## src/rtl/rotate_pkg.sv

```systemverilog
// Shared definitions for the rotate_aligner block: FSM states, direction
// encoding and the shift-amount width helper.
package rotate_pkg;

  typedef enum logic [1:0] {
    IDLE   = 2'd0,
    SEARCH = 2'd1,
    DONE   = 2'd2
  } state_e;

  localparam logic DIR_LEFT  = 1'b0;
  localparam logic DIR_RIGHT = 1'b1;

  function automatic int unsigned shamt_width(input int unsigned n);
    return (n > 1) ? $clog2(n) : 1;
  endfunction

endpackage

```

## src/rtl/rotate_aligner_rot_r1.sv

```systemverilog
// Combinational N-bit rotate-right-by-one used to step the search candidate.
module rot_r1 #(
  parameter int unsigned N = 8
) (
  input  logic [N-1:0] din,
  output logic [N-1:0] dout_c
);

  assign dout_c = {din[0], din[N-1:1]};

endmodule

```

## src/rtl/rotate_aligner.sv

```systemverilog
// Sequential rotation recovery: tries one right-rotation per clock until the
// captured word matches the reference pattern, then reports how to undo it.
// Optional build macro: ROTATE_ALIGNER_MIN_DIR_EN (report minimal-distance rotation).
module rotate_aligner
  import rotate_pkg::*;
#(
  parameter int unsigned N = 8
) (
  input  logic                         clk,
  input  logic                         rst,
  input  logic                         start,
  input  logic [N-1:0]                 din,
  input  logic [N-1:0]                 pattern,
  output logic                         busy,
  output logic                         done,
  output logic                         found,
  output logic [shamt_width(N)-1:0]    sh_amt,
  output logic                         dir,
  output logic [N-1:0]                 dout
);

  localparam int unsigned SW = shamt_width(N);

  state_e         state_q, state_d;
  logic [N-1:0]   cand_q, cand_d;
  logic [N-1:0]   pat_q, pat_d;
  logic [SW-1:0]  k_q, k_d;
  logic           busy_q, busy_d;
  logic           done_q, done_d;
  logic           found_q, found_d;
  logic [SW-1:0]  sh_amt_q, sh_amt_d;
  logic           dir_q, dir_d;
  logic [N-1:0]   dout_q, dout_d;
  logic [N-1:0]   cand_rot_c;

  rot_r1 #(.N(N)) u_rot_r1 (
    .din    (cand_q),
    .dout_c (cand_rot_c)
  );

  // Next-state, candidate stepping and result capture
  always_comb begin
    state_d  = state_q;
    cand_d   = cand_q;
    pat_d    = pat_q;
    k_d      = k_q;
    found_d  = found_q;
    sh_amt_d = sh_amt_q;
    dir_d    = dir_q;
    dout_d   = dout_q;

    unique case (state_q)
      IDLE, DONE: begin
        if (start) begin
          state_d = SEARCH;
          cand_d  = din;
          pat_d   = pattern;
          k_d     = '0;
        end else begin
          state_d = IDLE;
        end
      end
      SEARCH: begin
        if (cand_q == pat_q) begin
          state_d = DONE;
          found_d = 1'b1;
          dout_d  = pat_q;
`ifdef ROTATE_ALIGNER_MIN_DIR_EN
          if (k_q > SW'(N / 2)) begin
            // N-k modulo 2^SW equals the two's complement of k
            sh_amt_d = SW'(0) - k_q;
            dir_d    = DIR_LEFT;
          end else begin
            sh_amt_d = k_q;
            dir_d    = DIR_RIGHT;
          end
`else
          sh_amt_d = k_q;
          dir_d    = DIR_RIGHT;
`endif
        end else if (k_q == SW'(N - 1)) begin
          state_d  = DONE;
          found_d  = 1'b0;
          sh_amt_d = '0;
          dir_d    = DIR_RIGHT;
          // After N-1 steps one more rotation restores the captured din
          dout_d   = cand_rot_c;
        end else begin
          cand_d = cand_rot_c;
          k_d    = k_q + SW'(1);
        end
      end
      default: state_d = IDLE;
    endcase

    busy_d = (state_d == SEARCH);
    done_d = (state_d == DONE);
  end

  always_ff @(posedge clk) begin
    if (rst) begin
      state_q  <= IDLE;
      cand_q   <= '0;
      pat_q    <= '0;
      k_q      <= '0;
      busy_q   <= 1'b0;
      done_q   <= 1'b0;
      found_q  <= 1'b0;
      sh_amt_q <= '0;
      dir_q    <= DIR_RIGHT;
      dout_q   <= '0;
    end else begin
      state_q  <= state_d;
      cand_q   <= cand_d;
      pat_q    <= pat_d;
      k_q      <= k_d;
      busy_q   <= busy_d;
      done_q   <= done_d;
      found_q  <= found_d;
      sh_amt_q <= sh_amt_d;
      dir_q    <= dir_d;
      dout_q   <= dout_d;
    end
  end

  assign busy   = busy_q;
  assign done   = done_q;
  assign found  = found_q;
  assign sh_amt = sh_amt_q;
  assign dir    = dir_q;
  assign dout   = dout_q;

endmodule

```

## config.mk

```make
export PLATFORM = sky130hd
export DESIGN_NAME = rotate_aligner
export DESIGN_NICKNAME = d
export VERILOG_FILES = /design/src/rtl/rotate_pkg.sv /design/src/rtl/rotate_aligner_rot_r1.sv /design/src/rtl/rotate_aligner.sv
export SDC_FILE = /design/constraint.sdc
export NUM_CORES = 1
export LEC_CHECK = 0
export CAP_MARGIN = 20
export CORE_MARGIN = 2
export CORE_UTILIZATION = 40
export CTS_BUF_LIST = sky130_fd_sc_hd__clkbuf_8
export CTS_CLUSTER_DIAMETER = 40
export DETAILED_ROUTE_END_ITERATION = 8
export PLACE_DENSITY = 0.71
export SLEW_MARGIN = 20
export SYNTH_ARGS = -nofsm -noshare
export SYNTH_HDL_FRONTEND = slang
export SYNTH_HIERARCHICAL = 1
export SYNTH_SLANG_ARGS = --single-unit
```

## constraint.sdc

```tcl
create_clock -name clk -period 2.2 [get_ports clk]
set_input_delay 0.44 -clock clk [delete_from_list [all_inputs] [get_ports clk]]
set_output_delay 0.44 -clock clk [all_outputs]
set_load 0.005 [all_outputs]
```

==> implementation parameters <==
Parameter                              Value

Run status
  Outcome ... finished, final reports clean

Logic synthesis
  Share of async-settable or async-resettable flops after synthesis ... 0
  Number of library cell types mapped by synthesis ... 27
  FF+latch count, synth ... 35
  Mapped Cells ... about 190
  Sequential fraction of the synthesis area ... 0.423
  Post-synth EDFFs ... 0
  Synthesized netlist net count ... 209
  Most used DFF post-synth ... sky130_fd_sc_hd__dfxtp_1
  Synthesis warning total ... 6
  Combined area of all synthesized cells ... ~1700 um2
  Synth Area per Inst ... 8.80 um2

Floorplanning
  Overall die area ... 4670 um2
  Top-level I/O count ... 34
  Die width ... 68.3 um
  Initial core utilization ... 0.414
  Row Count ... 23
  Floorplan Core Area ... 4000 um2
  Floorplan die height ... 68.3 um

CTS
  Depth of the CTS H-tree ... 2
  Clock tree buffer depth ... 2
  CTS Sinks ... 35
  Hold-fix buffers, CTS ... 0
  TritonCTS clock tree ... built
  Clock Root Buffer ... sky130_fd_sc_hd__clkbuf_8
  Clk_lat worst skew ... 0.29 ns
  # Post-CTS Setup Buffers ... 0
  Cts repair resizes ... 0
  Clock edge transition at the registers on the reported setup and hold paths ... ~0.060 ns
  Number of buffers created by CTS ... 5

Run
  Max-cap violations ... 0

Drt
  Remaining design rule violation count ... 0
  Total vias in the final route ... 1,332
  Detailed-route wire length ... about 3.4 mm
  Number of DRC violations after detailed-routing iteration 0 ... 73
  Antenna Nets Post-Route ... 0
  Average wire per cell in the routed design ... 13.1 um
  Count of TritonRoute iterations in the first routing pass ... 4
  Number of vias per cell after detailed routing ... 5.12

Final layout
  Non-Filler Instances ... 260
  Final design utilization ... 0.505
  Fill cell instance count of the final layout ... 389
  Nets ... 232
  Antenna diodes ... 0
  Most frequent cells in the layout ... sky130_fd_sc_hd__nand2_1 (35), sky130_fd_sc_hd__dfxtp_1 (35), sky130_fd_sc_hd__clkdlybuf4s50_1 (32)
  Layout cells sized above 1 ... 0.110
  Layout area overhead ... 22.1%

Setup path
  Critical-path cell with the highest stage delay ... sky130_fd_sc_hd__a31oi_1
  Element type at the critical path end ... register
  Register-to-register path setup slack ... between 0.2 and 0.25 ns
  Maximum single-stage delay on the critical path ... 0.75 ns
  Critical path required time ... 2.42 ns
  Worst Setup Start Kind ... register
  Largest driver fanout on the critical path ... 13
  Category of the most critical setup path ... reg -> reg
  Category of cells accounting for the largest share of critical-path delay ... compound AO/OA/AOI/OAI gates
  Critical path, cell by cell ... xor2_1, nor4_4, a31oi_1, o21ai_0, a21oi_1
  Critical path buffer and inverter count ... 0
  CP arrival ... 2.18 ns

Timing
  Fin worst setup slack ... 0.242 ns
  Final hold viol count ... 0
  Post-Route Skew ... 0.00202 ns
  Period Utilization, post-route ... 0.890
  Unrepaired setup endpoints after global routing ... false
  Max-slew violation total from the final report ... 0
  Pin slew with the least headroom to its limit ... 1.02 ns
  Highest attainable clock frequency ... 511 MHz
  Remaining max-slew budget at the tightest pin ... 0.317
  Setup Total Neg Slack ... 0 ns
  Min cycle time layout ... 1.96 ns
  Final count of negative-setup-slack endpoints ... 0

Placed design
  Routability congestion estimate ... around 0.89
  Cell count after placement ... approximately 250
  Post-detailed-placement half-perimeter wirelength ... ~2.4 mm
  Worst slack, placed ... 0.242 ns
  Port bufs ... 32

Global route
  Wire length of the first global-routing pass ... 5.62 mm
  Number of global-route vias before repair ... between 1,000 and 1,500
  Overall overflow remaining after global route ... 0
  Pin count of the biggest net entering global routing ... 36
  Global Route Usage Sum ... 0.167
  Initial antenna violation count ... 0

Hold path
  Class of the tightest hold or removal check ... reg -> reg

Power and ir drop
  Power density over cell area ... 710 nW/um2
  Leakage ... 0.742 nW
  Peak supply drop ... 0.335 mV
  Total chip power ... 1.44 mW
-- cell type report --
cell class / count / area (um2) / area share
clock inverters: 1 / 3.75 / 0.00186
multi-input cells: 130 / 801 / 0.396
clock buffers: 5 / 68.8 / 0.0340
well taps: 50 / 62.6 / 0.0309
flip-flops and latches: 35 / 701 / 0.347
repair buffers: 39 / 385 / 0.191
-- worst reg2reg max path: cells and delay by family (launching register included) --
family	cells	cell delay [ns]
xor gates and xnor gates	1	0.29
and+or+nand+nor	1	0.12
DFF	1	0.39
AOI/OAI and AO/OA	3	1.10
-- power by group --
part           leakage [nW]  switching [mW]  total [mW]  internal (mW)
clock                0.0413           0.208       0.414          0.206
combinational         0.415           0.172       0.306          0.134
sequential            0.286          0.0420       0.716          0.674
total                 0.742           0.422        1.44           1.01
-- worst paths after layout --
kind / from / to / cells past startpoint
max: cand_q[7] / dout[4] / 5
min: sh_amt[2] / sh_amt[2] / 2
max reg2reg: cand_q[7] / dout[4] / 5
min reg2reg: sh_amt[2] / sh_amt[2] / 2
-- Yosys cell counts, drive strengths merged (2+ instances only) --
cell type / count / area [um2]
a21oi: 22 / 110
a311oi: 8 / 120
a31oi: 2 / 27.5
a32oi: 8 / 70.1
buf: 14 / 120
clkbuf: 9 / 33.8
dfxtp: 35 / 701
ha: 2 / 25.0
nand2: 35 / 131
nand2b: 3 / 18.8
nand3: 4 / 20.0
nor2: 12 / 45.0
nor2b: 2 / 12.5
nor3: 5 / 30.0
o21ai: 13 / 65.1
xor2: 8 / 70.1
-- registers in the layout (all words and copies together) (netlist names) --
signal,count
sh_amt,3
dout,8
cand_q,8
done,1
found,1
busy,1
state_q,2
pat_q,8
k_q,3
-- routing by layer --
metal,routed length [um],global-route usage
met4,70,0.0750
met1,1570,0.222
met2,1540,0.249
met5,0,0
met3,233,0.0493
-- through the flow --
stage	area, um2	hold WS, ns
CTS	2020	0.474
global route	2020	0.503
global placement	1950	0.462
detailed placement	1950	0.464
finish	2020	0.474
floorplan	1660	0.445
-- logic make-up (layout without fill, tap and decap cells) --
logic type / count (synthesis) / in the layout / share of synthesized area
and+or+nand+nor: 64 / 64 / 0.176
AOI/OAI and AO/OA: 54 / 54 / 0.242
DFF: 35 / 35 / 0.423
buffers and inverters: 23 / 45 / 0.0930
xor gates and xnor gates: 8 / 8 / 0.0423
adders and majority gates: 2 / 2 / 0.0151
other: 1 / 1 / 0.00227
muxes: 1 / 1 / 0.00605
Note: power is estimated with default switching activity, not from simulation.
